File: src/rtl/cdb_arbiter_pkg.sv
// Shared constants and types for the common data bus arbiter.
// Widths and unit ids mirror the core-wide defines so the CDB matches the ROB and register lock table.
package cdb_arbiter_pkg;

  localparam int REG_LOCK_W = 5;
  localparam int DATA_W     = 32;
  localparam int ADDR_W     = 32;

  // Tag meaning "no register lock"; the arbiter passes it through untouched.
  localparam logic [REG_LOCK_W-1:0] REG_NO_LOCK = 5'h1F;

  localparam int CDB_REQ_NUM = 4;
  localparam int CDB_PTR_W   = 2;

  localparam int CDB_ALU = 0;
  localparam int CDB_LSM = 1;
  localparam int CDB_BR  = 2;
  localparam int CDB_MD  = 3;

  typedef struct packed {
    logic                  valid;
    logic [REG_LOCK_W-1:0] index;
    logic [DATA_W-1:0]     data;
    logic [ADDR_W-1:0]     addr;
  } cdb_bcast_t;

  localparam cdb_bcast_t CDB_BCAST_RST = '{
    valid: 1'b0,
    index: REG_NO_LOCK,
    data:  '0,
    addr:  '0
  };

endpackage

File: src/rtl/cdb_arbiter_if.sv
// Bundle of requester payloads, grant and registered CDB broadcast.
import cdb_arbiter_pkg::*;

// Handshake: unit i raises req_valid[i] with its payload and holds both
// stable until it sees grnt[i] high in the same cycle; that cycle is the
// transfer, and the unit may drop or replace its request afterwards.
// grnt is the ready side and is never high without the matching req_valid.
interface cdb_arbiter_if #(
  parameter int N_REQ = CDB_REQ_NUM,
  parameter int PTR_W = CDB_PTR_W
);

  logic [N_REQ-1:0]            req_valid;
  logic [N_REQ*REG_LOCK_W-1:0] req_index;
  logic [N_REQ*DATA_W-1:0]     req_data;
  logic [N_REQ*ADDR_W-1:0]     req_addr;
  logic                        rob_stall;
  logic [N_REQ-1:0]            grnt;
  logic                        cdb_valid;
  logic [REG_LOCK_W-1:0]       cdb_index;
  logic [DATA_W-1:0]           cdb_data;
  logic [ADDR_W-1:0]           cdb_addr;
  logic [PTR_W-1:0]            cdb_src;
  logic [15:0]                 conflict_cnt;

  modport master (
    output req_valid, req_index, req_data, req_addr, rob_stall,
    input  grnt, cdb_valid, cdb_index, cdb_data, cdb_addr, cdb_src, conflict_cnt
  );

  modport slave (
    input  req_valid, req_index, req_data, req_addr, rob_stall,
    output grnt, cdb_valid, cdb_index, cdb_data, cdb_addr, cdb_src, conflict_cnt
  );

endinterface

File: src/rtl/cdb_arbiter_rr_pick.sv
// Combinational round-robin picker: first set request at or after ptr, wrapping.
module rr_pick #(
  parameter int N_REQ = 4,
  parameter int PTR_W = 2
) (
  input  logic [N_REQ-1:0] req,
  input  logic [PTR_W-1:0] ptr,
  output logic [N_REQ-1:0] grant,
  output logic [PTR_W-1:0] winner,
  output logic             any
);

  logic [PTR_W-1:0] idx;

  always_comb begin
    grant  = '0;
    winner = '0;
    any    = 1'b0;
    idx    = '0;
    for (int i = 0; i < N_REQ; i++) begin
      idx = PTR_W'((int'(ptr) + i) % N_REQ);
      if (!any && req[idx]) begin
        any        = 1'b1;
        grant[idx] = 1'b1;
        winner     = idx;
      end
    end
  end

endmodule

File: src/rtl/cdb_arbiter.sv
// Single-winner CDB arbiter: same-cycle round-robin grant, broadcast registered one cycle later.
import cdb_arbiter_pkg::*;

module cdb_arbiter #(
  parameter int N_REQ = CDB_REQ_NUM,
  parameter int PTR_W = CDB_PTR_W
) (
  input logic          clk,
  input logic          rst,
  cdb_arbiter_if.slave bus
);

  logic [PTR_W-1:0]      ptr;
  logic [N_REQ-1:0]      pick_req;
  logic [N_REQ-1:0]      grant;
  logic [PTR_W-1:0]      winner;
  logic                  granted;
  logic                  multi_req;
  logic [15:0]           conflict_cnt;
  logic [PTR_W-1:0]      cdb_src;
  cdb_bcast_t            bcast;
  logic [REG_LOCK_W-1:0] sel_index;
  logic [DATA_W-1:0]     sel_data;
  logic [ADDR_W-1:0]     sel_addr;

  // Reset and ROB back-pressure both suppress grants at the picker input,
  // so the pointer and broadcast logic only ever see a legal winner.
  assign pick_req = (rst || bus.rob_stall) ? '0 : bus.req_valid;

  rr_pick #(
    .N_REQ (N_REQ),
    .PTR_W (PTR_W)
  ) u_pick (
    .req    (pick_req),
    .ptr    (ptr),
    .grant  (grant),
    .winner (winner),
    .any    (granted)
  );

  assign multi_req = (bus.req_valid & (bus.req_valid - N_REQ'(1))) != '0;

  always_comb begin
    sel_index = '0;
    sel_data  = '0;
    sel_addr  = '0;
    for (int i = 0; i < N_REQ; i++) begin
      if (grant[i]) begin
        sel_index = bus.req_index[i*REG_LOCK_W +: REG_LOCK_W];
        sel_data  = bus.req_data[i*DATA_W +: DATA_W];
        sel_addr  = bus.req_addr[i*ADDR_W +: ADDR_W];
      end
    end
  end

  always_ff @(posedge clk) begin
    if (rst) begin
      ptr          <= '0;
      bcast        <= CDB_BCAST_RST;
      cdb_src      <= '0;
      conflict_cnt <= '0;
    end else begin
      if (granted) begin
        ptr         <= (winner == PTR_W'(N_REQ - 1)) ? '0 : winner + PTR_W'(1);
        bcast.valid <= 1'b1;
        bcast.index <= sel_index;
        bcast.data  <= sel_data;
        bcast.addr  <= sel_addr;
        cdb_src     <= winner;
      end else begin
        // Data, address and source hold so the bus only toggles on real results.
        bcast.valid <= 1'b0;
        bcast.index <= REG_NO_LOCK;
      end
      if (multi_req && conflict_cnt != 16'hFFFF) begin
        conflict_cnt <= conflict_cnt + 16'd1;
      end
    end
  end

  assign bus.grnt         = grant;
  assign bus.cdb_valid    = bcast.valid;
  assign bus.cdb_index    = bcast.index;
  assign bus.cdb_data     = bcast.data;
  assign bus.cdb_addr     = bcast.addr;
  assign bus.cdb_src      = cdb_src;
  assign bus.conflict_cnt = conflict_cnt;

endmodule

File: src/flat_wrapper.sv
// flat-port wrapper written by rule: the top's interface ports become plain ports
module cdb_arbiter_flat 
#(
  parameter int N_REQ = CDB_REQ_NUM,
  parameter int PTR_W = CDB_PTR_W
)
  (clk, rst, bus_req_valid, bus_req_index, bus_req_data, bus_req_addr, bus_rob_stall, bus_grnt, bus_cdb_valid, bus_cdb_index, bus_cdb_data, bus_cdb_addr, bus_cdb_src, bus_conflict_cnt);
  cdb_arbiter_if #(.N_REQ(N_REQ), .PTR_W(PTR_W)) bus_i ();
  input logic clk;
  input logic rst;
  input wire logic [$bits(bus_i.req_valid)-1:0] bus_req_valid;
  input wire logic [$bits(bus_i.req_index)-1:0] bus_req_index;
  input wire logic [$bits(bus_i.req_data)-1:0] bus_req_data;
  input wire logic [$bits(bus_i.req_addr)-1:0] bus_req_addr;
  input wire logic [$bits(bus_i.rob_stall)-1:0] bus_rob_stall;
  output wire logic [$bits(bus_i.grnt)-1:0] bus_grnt;
  output wire logic [$bits(bus_i.cdb_valid)-1:0] bus_cdb_valid;
  output wire logic [$bits(bus_i.cdb_index)-1:0] bus_cdb_index;
  output wire logic [$bits(bus_i.cdb_data)-1:0] bus_cdb_data;
  output wire logic [$bits(bus_i.cdb_addr)-1:0] bus_cdb_addr;
  output wire logic [$bits(bus_i.cdb_src)-1:0] bus_cdb_src;
  output wire logic [$bits(bus_i.conflict_cnt)-1:0] bus_conflict_cnt;
  assign bus_i.req_valid = bus_req_valid;
  assign bus_i.req_index = bus_req_index;
  assign bus_i.req_data = bus_req_data;
  assign bus_i.req_addr = bus_req_addr;
  assign bus_i.rob_stall = bus_rob_stall;
  assign bus_grnt = bus_i.grnt;
  assign bus_cdb_valid = bus_i.cdb_valid;
  assign bus_cdb_index = bus_i.cdb_index;
  assign bus_cdb_data = bus_i.cdb_data;
  assign bus_cdb_addr = bus_i.cdb_addr;
  assign bus_cdb_src = bus_i.cdb_src;
  assign bus_conflict_cnt = bus_i.conflict_cnt;
  cdb_arbiter #(.N_REQ(N_REQ), .PTR_W(PTR_W)) u_core (.clk(clk), .rst(rst), .bus(bus_i));
endmodule
File: config.mk
export PLATFORM = sky130hd
export DESIGN_NAME = cdb_arbiter_flat
export DESIGN_NICKNAME = d
export VERILOG_FILES = /design/src/rtl/cdb_arbiter_pkg.sv /design/src/rtl/cdb_arbiter_if.sv /design/src/rtl/cdb_arbiter_rr_pick.sv /design/src/rtl/cdb_arbiter.sv /design/src/flat_wrapper.sv
export SDC_FILE = /design/constraint.sdc
export NUM_CORES = 1
export LEC_CHECK = 0
export ABC_AREA = 1
export BUFFER_PORTS_ARGS = -buffer_cell sky130_fd_sc_hd__buf_2
export CORE_AREA = 2 2 146 148
export DETAILED_ROUTE_END_ITERATION = 16
export DIE_AREA = 0 0 148 150
export PLACE_DENSITY_LB_ADDON = 0.25
export SLEW_MARGIN = 20
export SYNTH_ARGS = -nofsm -noshare
export SYNTH_HDL_FRONTEND = slang
export SYNTH_SLANG_ARGS = --single-unit
File: constraint.sdc
create_clock -name clk -period 5.8 [get_ports clk]
set_clock_uncertainty 0.15 [all_clocks]
set_input_delay 0.29 -clock clk [delete_from_list [all_inputs] [get_ports clk]]
set_output_delay 0.29 -clock clk [all_outputs]
set_load 0.02 [all_outputs]
==> out/results.ini, run 1 <==
[status]
status=finished clean

[clocking]
cts_resized=0
root_buffer=clkbuf_16
post-cts-setup-buffers=0
cts_tree=yes
clock_sinks=90
clockBufferDepth=2
clk_pin_slew_ps=70
insertion_delay_ps=340
cts_buffers=9
h-tree-depth=3

[place]
port_buffers=374
detailedPlace.worstSlack_ps=2090
dp_hpwl_mm=17.0
dp.cells=1755
place_congestion=0.930

[finish]
utilization_pct=42.0
instances_no_fill=1776
syn2layout_area_growth_pct=35.2
fill_cells=2314
layout-drive-gt1-share_pct=27.9
layout.nets=1786

[min_path]
min_path_type=in2reg

[floorplan]
rows=53
io_pins=375
initial_utilization_pct=31.1
core_area_um2=20700
die_x_um=148
die_area_um2=22200
chipHeight_um=150

[timing]
timing.fmax_ghz=0.266
finalSetupViolations=0
relSlewSlack_pct=30.8
worst_slew_pin_slew_ps=1040
tns_ps=0
period_needed_ps=3760
fin_ws_ps=2040
whs_ps=51.6
hold_violations=0
slew_violations=0
rsz0062_at_grt=false
finalCritPeriodShare_pct=64.8

[power]
powerDensity_nw_per_um2=500
seqPwrFrac_pct=23.2
p_leak_nw=5.39
p_comb_share_pct=62.9
pwr-share-clk_pct=13.9
power_switching_mw=2.21
internal_power_mw=2.14
ir_drop_v=0.000247
switching_share_pct=50.8

[drt]
vias=7869
finalWirelength_mm=22.9
drc=0
vias_per_cell=4.43
drt-initial-drc-count=310
wl_per_cell_um=12.9
dr.pass1.iters=5
ant_nets=0

[synthesis]
synthArstFlopShare_pct=0
synth_top_family_by_area=simple AND/OR/NAND/NOR gates
synth.most_common_cell=nand2_1
synth_cells=1160
synth_cell_types=30
synthSimpleGateAreaFrac_pct=40.7
synth_warnings=0
synth_common_cells=nand2_1, inv_1, a21oi_1
synth_edf_count=0
ys_seq_elements=90
ys_seq_area_share_pct=28.0
synth-compound-area-share_pct=13.8
synth_ff_type=dfxtp_1
synth-xor-area-share_pct=0.272
ys_top_cells_by_area=nand2_1, dfxtp_1, a21oi_1, inv_1, buf_4
synthMuxAreaShare_pct=0
synth_top_area_cell=nand2_1
synth_fa_ha_area_share_pct=1.56
syn-num-nets=1451
syn_area_um2=6430
synth_top_area_share_pct=34.0
syn-mean-instance-area_um2=5.55

[worst_setup_path]
endpoint=bus_grnt[3]
crit_type=reg2out
critPathMaxFanout=96
worstSetupStartpointType=register
cp-end-kind=primary output
rrSetupSlack_ps=2050
cp_data_arrival_time_ps=3320
r2r_end=u_core.bus.cdb_data[21]$_SDFFE_PP0N_
required_ps=5360
reg2regPathDepth=15

[global_routing]
grt_max_degree=97
grt_pass1_vias=6909
grt.overflow.total=0
antenna_found_initial=1
grt_pass1_wl_mm=34.7
track_usage_pct=19.5

[job]
drv_cap=0

cell type report:
cell class	count	area [um^2]	share of cell area [%]
Inverter	168	633	7.28
Sequential cell	90	1800	20.7
Timing Repair Buffer	384	1970	22.6
Antenna cell	1	2.50	0.0288
Multi-Input combinational cell	842	3650	41.9
Clock inverter	6	72.6	0.834
Tap cell	275	344	3.96
Clock buffer	10	229	2.63
cells by family after synthesis:
group	count (synthesis)
DFF	90
xor gates and xnor gates	2
buffers and inverters	228
adders and majority gates	8
AOI/OAI and AO/OA	175
and+or+nand+nor	657
state kept, by name (all words and copies together) (netlist names), named ones only:
signal,flops
u_core.bus.cdb_addr,32
u_core.bus.cdb_data,32
u_core.bus.cdb_index,5
u_core.bus.cdb_src,2
u_core.bus.cdb_valid,1
u_core.bus.conflict_cnt,16
u_core.ptr,1
metrics by stage:
stage               total power [mW]  area [um^2]
global route                    4.83         8700
finish                          4.35         8700
global placement                3.74         8340
floorplan                       3.08         6430
detailed placement              3.78         8360
CTS                             4.41         8700
how the worst min path moves through the flow:
stage	from	end	slack [ps]	cells past startpoint
after floorplan	bus_req_index[15]	u_core.bus.cdb_index[0]$_SDFF_PP1_	270	2
after global placement	u_core.bus.cdb_addr[14]$_SDFFE_PP0N_	u_core.bus.cdb_addr[14]$_SDFFE_PP0N_	280	2
after detailed placement	u_core.bus.cdb_data[7]$_SDFFE_PP0N_	u_core.bus.cdb_data[7]$_SDFFE_PP0N_	280	2
after CTS	bus_req_index[19]	u_core.bus.cdb_index[4]$_SDFF_PP1_	40	3
after global routing	bus_req_data[122]	u_core.bus.cdb_data[26]$_SDFFE_PP0N_	60	5
final	bus_req_index[19]	u_core.bus.cdb_index[4]$_SDFF_PP1_	50	3
metal layers:
metal	GRT usage [%]	wire (um)	vias up
met5	0	0	-
met4	8.00	638	0
met3	3.54	1500	42
met2	33.7	11100	266
met1	23.9	9680	3385
li1	-	-	4176
worst max-delay path, cell delays in order, from the launching register on:
cell and delay, ps:
dfxtp_1 490, inv_2 180, ha_1 370, inv_1 140, nand3_1 90, nand2_1 150, nand2_4 100, nor2_8 140
nand2_2 80, inv_2 70, nand2_1 80, nand2_4 740, buf_2 310
power by group through the flow:
stage | Clock (mW) | Sequential, mW | Combinational, mW
3_3_place_gp | 0 | 1.01 | 2.73
6_report | 0.607 | 1.01 | 2.74
3_5_place_dp | 0 | 1.02 | 2.76
4_1_cts | 0.635 | 1.01 | 2.77
5_1_grt | 0.657 | 1.04 | 3.13
2_1_floorplan | 0 | 1.30 | 1.79
placed cells by master (no fill, tap or decap), types with 2 or more instances in the layout:
| cell | count |
|---|---|
| o21ai_0 | 13 |
| inv_1 | 163 |
| a31oi_1 | 2 |
| nand2_2 | 4 |
| clkbuf_16 | 9 |
| dfxtp_1 | 90 |
| xor2_1 | 2 |
| inv_2 | 4 |
| nor2_8 | 2 |
| nand3_2 | 4 |
| dlygate4sd3_1 | 4 |
| ha_1 | 8 |
| nand2_1 | 582 |
| nand3_1 | 31 |
| nand2_4 | 4 |
| nor2_1 | 20 |
| nor3_1 | 3 |
| buf_2 | 374 |
| buf_4 | 5 |
| a21oi_1 | 156 |
| clkinvlp_4 | 3 |
timing repair:
| action | CTS | global route |
|---|---|---|
| hold buffers | 4 | 0 |
| setup endpoints to repair | 0 | 0 |
| endpoints found under the hold margin | 4 | 0 |
(Power assumes the default switching activity.)
==> run 2, diff against run 1 <==
- ABC_AREA: 1 -> 0
- clock period: 5.8 -> 3.68 ns (I/O delays scaled with it)
==> run 2 against run 1 <==
  * Utilization decreased by 0.86 points
  * Global-route usage increased by 0.97 points
  * Sequential power increased by 14%
  * Worst setup slack got worse by 1800 ps
  * Sequential share of layout area increased by 0.43 points
==> out/results.ini, run 2 <==
[synthesis]
synth_top_area_cell=dfxtp_1
synth_ff_type=dfxtp_1
synth_warnings=0  ; unchanged
syn-num-nets=954  ; -34%
synthArstFlopShare_pct=0  ; unchanged
synth_cells=663  ; -43%
synth_common_cells=nor2_1, dfxtp_1, nand2_1
synth_edf_count=0  ; unchanged
syn_area_um2=5330  ; -17%
ys_top_cells_by_area=dfxtp_1, a221o_1, a311oi_1, nand3_1, nor2_1
synth_top_area_share_pct=33.8  ; -0.20 points
synth_cell_types=53  ; +77%
syn-mean-instance-area_um2=8.04  ; +45%
synth.most_common_cell=nor2_1
ys_seq_elements=90  ; unchanged
ys_seq_area_share_pct=33.8  ; +5.8 points

[drt]
ant_nets=0  ; unchanged
finalWirelength_mm=24.1  ; +5.2%
drc=0  ; unchanged
vias_per_cell=5.13  ; +16%
vias=6947  ; -12%
drt-initial-drc-count=448  ; +45%
dr.pass1.iters=6  ; +1
wl_per_cell_um=17.8  ; +38%

[power]
switching_share_pct=34.3  ; -17 points
pwr-share-clk_pct=30.4  ; +16 points
p_comb_share_pct=33.6  ; -29 points
seqPwrFrac_pct=36.0  ; +13 points
ir_drop_v=0.000233  ; -5.6%
internal_power_mw=2.10  ; -1.7%
p_total_mw=3.20  ; -26%
p_leak_nw=3.86  ; -28%
power_switching_mw=1.10  ; -50%
powerDensity_nw_per_um2=376  ; -25%

[clocking]
clock_sinks=90  ; unchanged
insertion_delay_ps=340  ; about the same
cts_buffers=9  ; unchanged
cts_tree=yes
post-cts-setup-buffers=0  ; unchanged
clockBufferDepth=2  ; unchanged
h-tree-depth=3  ; unchanged
root_buffer=clkbuf_16
clk_pin_slew_ps=70  ; about the same

[worst_setup_path]
required_ps=3820  ; -1540 ps
rrSetupSlack_ps=230  ; -1820 ps
crit_chain=inv_1 -> ha_2 -> mux4_2 -> and3_1 -> mux2_2 -> a221oi_4 -> buf_12 -> buf_4 -> nor2_1 -> a311oi_1 -> a21o_1
cp-end-kind=register
worstSetupStartpointType=register
critPathMaxFanout=52  ; -46%
path_buf_inv=3  ; -1
cp_data_arrival_time_ps=3590  ; +270 ps
slowest_delay_ps=580  ; -160 ps
cpLargestDelayFamily=multiplexers
crit_type=reg2reg
slowest_stage=mux4_2

[global_routing]
grt.overflow.total=0  ; unchanged
antenna_found_initial=2  ; +1
grt_pass1_vias=6590  ; -4.6%
grt_max_degree=53  ; -45%
track_usage_pct=20.5  ; +0.97 points
grt_pass1_wl_mm=35.7  ; +2.9%

[finish]
layout.nets=1364  ; -24%
final_cell_mix=buf_2, nor2_1, dfxtp_1, nand2_1, nand3_1
layout-drive-gt1-share_pct=40.3  ; +12 points
layout_commonest_cell=buf_2
syn2layout_area_growth_pct=59.9

[place]
port_buffers=374  ; unchanged
dp_hpwl_mm=17.7  ; +4.4%
place_congestion=0.831  ; -11%

[timing]
finalCritPeriodShare_pct=93.9
period_needed_ps=3450
tns_ps=0  ; unchanged
hold_violations=0  ; unchanged
slew_violations=0  ; unchanged
timing.fmax_ghz=0.290
rsz0062_at_grt=false
relSlewSlack_pct=43.6  ; +13 points
worst_slew_pin_slew_ps=839  ; -199 ps
finalSetupViolations=0  ; unchanged

[floorplan]
chipHeight_um=150  ; unchanged
initial_utilization_pct=25.7  ; -5.3 points
die_x_um=148  ; unchanged
die_area_um2=22200  ; unchanged
io_pins=375  ; unchanged
core_area_um2=20700  ; unchanged
rows=53  ; unchanged

[min_path]
min_path_type=in2reg

[job]
drv_cap=0  ; unchanged

[status]
status=finished clean

[run 2: cell types whose count changed after synthesis, moves of 8 or more]
cell / previous run / this run
a21oi_1: 156 / 6
a221o_1: 0 / 64
a311oi_1: 0 / 69
buf_4: 21 / 8
clkbuf_1: 4 / 39
inv_1: 163 / 9
nand2_1: 583 / 80
nand3_1: 31 / 73
nor2_1: 21 / 97
o21ai_0: 13 / 3
xnor2_1: 0 / 8
[run 2: cells by family (layout without fill, tap and decap cells)]
| kind of cell | after synthesis | after routing | synth area share (%) |
|---|---|---|---|
| and+or+nand+nor | 290 | 290 | 24.3 |
| muxes | 9 | 9 | 2.02 |
| xor gates and xnor gates | 16 | 16 | 2.63 |
| adders and majority gates | 9 | 9 | 2.07 |
| other | 0 | 2 | 0 |
| DFF | 90 | 90 | 33.8 |
| AOI/OAI and AO/OA | 167 | 167 | 28.1 |
| buffers and inverters | 82 | 497 | 7.05 |
[run 2: cell type report]
type	instances	area, um^2
Antenna cell	2	5.00
Inverter	10	37.5
Timing Repair Buffer	471	2850
Sequential cell	90	1800
Multi-Input combinational cell	491	3180
Clock buffer	11	243
Tap cell	275	344
Fill cell	2168	12200
Clock inverter	5	62.6
[run 2: power groups by stage]
stage	logic, mW	registers, mW	clock network (mW)
floorplan	0.443	1.30	0
global placement	1.01	1.17	0
detailed placement	1.02	1.17	0
CTS	1.08	1.15	1.01
global route	1.16	1.16	1.05
finish	1.08	1.15	0.973
[run 2: metrics by stage]
stage	setup slack, ps	std cells	hold slack, ps	area [um^2]	utilization (%)
2_1_floorplan	254	663	144	5330	-
3_3_place_gp	290	1268	231	7520	36.3
3_5_place_dp	246	1268	239	7520	36.3
4_1_cts	181	1353	123	8510	41.1
5_1_grt	40.2	1355	137	8520	41.2
6_report	226	1355	146	8520	41.2
[run 2: path summary, 6_finish.rpt]
check / from / to / cells past startpoint
worst max-delay path: u_core.ptr[1]$_SDFFE_PP0N_ / u_core.bus.cdb_index[4]$_SDFF_PP1_ / 11
worst min-delay path: bus_req_addr[92] / u_core.bus.cdb_addr[28]$_SDFFE_PP0N_ / 4
worst max register to register: u_core.ptr[1]$_SDFFE_PP0N_ / u_core.bus.cdb_index[4]$_SDFF_PP1_ / 11
worst min register to register: u_core.bus.cdb_src[0]$_SDFFE_PP0N_ / u_core.bus.cdb_src[0]$_SDFFE_PP0N_ / 2
[run 2: per-layer routing]
layer	part of all wire, %	GRT usage, %	routed length [um]
met5	0	0	0
met4	2.9	8.62	691
met3	7.0	4.70	1690
met2	50	34.8	12200
met1	40	24.8	9570
[run 2: repair_timing]
| action | 4_1_cts | 5_1_grt |
|---|---|---|
| endpoints found under the setup margin | 0 | 6 |
| gates resized for setup | 0 | 2 |
| hold endpoints to repair | 69 | 0 |
| hold buffers | 69 | 0 |
[run 2: tightest hold or removal path: stages]
cell	delay (ps)
buf_2	70
nor2_1	40
a311oi_1	190
a221o_1	130
==> run 3, diff against run 2 <==
- PLACE_DENSITY: unset -> 0.63
- PLACE_DENSITY_LB_ADDON: 0.25 -> unset
==> run 3 against run 2 <==
  * Non-clock buffer count decreased by 11
  * Total power increased by 1.3%
  * Critical path depth decreased by 1
  * Sequential share of layout area increased by 0.094 points
  * Sequential power about the same
  * Fmax increased by 0.62%
  * Critical path type unchanged
  * Largest power group unchanged
  * Highest routed layer unchanged
==> out/results.ini, run 3 (synthesized netlist as in run 2, its figures left out) <==
[power]
p_leak_nw=3.82  ; -0.88%
p_total_mw=3.24  ; +1.3%
powerDensity_nw_per_um2=382  ; +1.7%
ir_drop_v=0.000178  ; -24%

[drt]
ant_nets=0  ; unchanged
finalWirelength_mm=23.5  ; -2.4%
wl_per_cell_um=17.6  ; -1.4%
dr.pass1.iters=6  ; unchanged
vias=7018  ; +1.0%
vias_per_cell=5.23  ; +2.1%
drc=0  ; unchanged
drt-initial-drc-count=510  ; +14%

[clocking]
insertion_delay_ps=340  ; about the same
clockBufferDepth=2  ; unchanged
root_buffer=clkbuf_16
cts_buffers=9  ; unchanged
clk_pin_slew_ps=70  ; about the same
clock_sinks=90  ; unchanged
h-tree-depth=3  ; unchanged
cts_tree=yes
post-cts-setup-buffers=0  ; unchanged

[place]
dp_hpwl_mm=16.6  ; -6.4%
place_area_um2=7470  ; -0.60%
place_congestion=0.882  ; +6.2%
port_buffers=374  ; unchanged
detailedPlace.worstSlack_ps=261  ; +15.4 ps

[min_path]
whs_endpoint=u_core.bus.cdb_index[4]$_SDFF_PP1_
min_from=bus_req_index[4]
min_path_type=in2reg
hold_depth=4  ; unchanged

[worst_setup_path]
cp_data_arrival_time_ps=3570  ; -20 ps
cp-end-kind=register
critPathMaxFanout=82  ; +58%
r2r_end=u_core.bus.cdb_data[19]$_SDFFE_PP0N_
r2r_start=u_core.ptr[1]$_SDFFE_PP0N_
rrSetupSlack_ps=250  ; +20 ps
crit_type=reg2reg
required_ps=3820  ; about the same
reg2regPathDepth=10  ; -1
worstSetupStartpointType=register

[floorplan]
io_pins=375  ; unchanged
chipHeight_um=150  ; unchanged
initial_utilization_pct=25.7  ; unchanged
core_area_um2=20700  ; unchanged
rows=53  ; unchanged
die_area_um2=22200  ; unchanged
die_x_um=148  ; unchanged

[global_routing]
grt.overflow.total=0  ; unchanged
track_usage_pct=20.1  ; -0.39 points
antenna_found_initial=0  ; -2
grt_max_degree=83  ; +57%
grt_pass1_vias=6811  ; +3.4%
grt_pass1_wl_mm=35.2  ; -1.4%

[timing]
slew_violations=0  ; unchanged
finalSetupViolations=0  ; unchanged
worst_slew_pin_slew_ps=833  ; -5.82 ps
hold_violations=0  ; unchanged
fin_ws_ps=247  ; +21.2 ps
whs_ps=140  ; -5.52 ps
finalCritPeriodShare_pct=93.3  ; -0.58 points
timing.fmax_ghz=0.291  ; +0.62%
relSlewSlack_pct=43.9  ; +0.39 points
period_needed_ps=3430  ; -21.2 ps

[finish]
layout.nets=1353  ; -0.81%
design_area_um2=8480  ; -0.44%
layout_commonest_cell=buf_2
final_cell_mix=buf_2, nor2_1, dfxtp_1, nand2_1, nand3_1
syn2layout_area_growth_pct=59.2
layout-drive-gt1-share_pct=39.6  ; -0.67 points
fill_cells=2131  ; -1.7%
multiInputGateArea_um2=3180  ; about the same
seq_area_um2=1800  ; unchanged
diodes=0  ; -2
utilization_pct=41.0  ; -0.18 points

[status]
status=finished clean

[job]
drv_cap=0  ; unchanged

[run 3: critical path, cell delays in order (launching register included)]
cell and delay (ps):
dfxtp_1 330, inv_1 80, ha_2 440, mux4_2 580, and3_1 200, mux2_2 280
a221oi_4 300, buf_12 340, nor2_1 110, a311oi_1 330, a221o_1 160
[run 3: cell type report]
| cell class | count | area share (%) |
|---|---|---|
| Multi-Input combinational cell | 491 | 37.5 |
| Inverter | 10 | 0.442 |
| Tap cell | 275 | 4.06 |
| Timing Repair Buffer | 460 | 33.0 |
| Clock buffer | 11 | 2.86 |
| Clock inverter | 4 | 0.900 |
| Sequential cell | 90 | 21.2 |
[run 3: per-layer routing]
metal | part of all wire, % | global-route usage (%) | wire length (um)
met5 | 0 | 0 | 0
met3 | 8.7 | 4.02 | 2060
met1 | 39 | 24.0 | 9130
met2 | 49 | 34.7 | 11600
met4 | 3.0 | 9.24 | 706
[run 3: worst max-delay path by stage]
stage                               start                                    to  slack (ps)  cells past startpoint
2_1_floorplan  u_core.ptr[1]$_SDFFE_PP0N_   u_core.bus.cdb_addr[0]$_SDFFE_PP0N_         250                     12
3_3_place_gp   u_core.ptr[1]$_SDFFE_PP0N_  u_core.bus.cdb_data[19]$_SDFFE_PP0N_         290                     10
3_5_place_dp   u_core.ptr[1]$_SDFFE_PP0N_  u_core.bus.cdb_addr[31]$_SDFFE_PP0N_         260                     10
4_1_cts        u_core.ptr[1]$_SDFFE_PP0N_                           bus_grnt[2]         190                      9
5_1_grt        u_core.ptr[1]$_SDFFE_PP0N_  u_core.bus.cdb_addr[13]$_SDFFE_PP0N_          -4                     11
6_report       u_core.ptr[1]$_SDFFE_PP0N_  u_core.bus.cdb_data[19]$_SDFFE_PP0N_         250                     10
[run 3: what timing repair did]
item	CTS	global route
hold buffers	69	0
setup endpoints to repair	0	4
gates resized for setup	0	1
endpoints found under the hold margin	69	0
[run 3: stage by stage]
step           TNS, ps  std cells
6_report             0       1341
5_1_grt          -4.23       1341
4_1_cts              0       1341
3_5_place_dp         0       1257
3_3_place_gp         0       1257
2_1_floorplan        0        663
[run 3: power breakdown]
part	internal [mW]	leakage, nW	switching, mW
logic	0.460	2.94	0.607
clock network	0.612	0.152	0.407
registers	1.09	0.734	0.0677
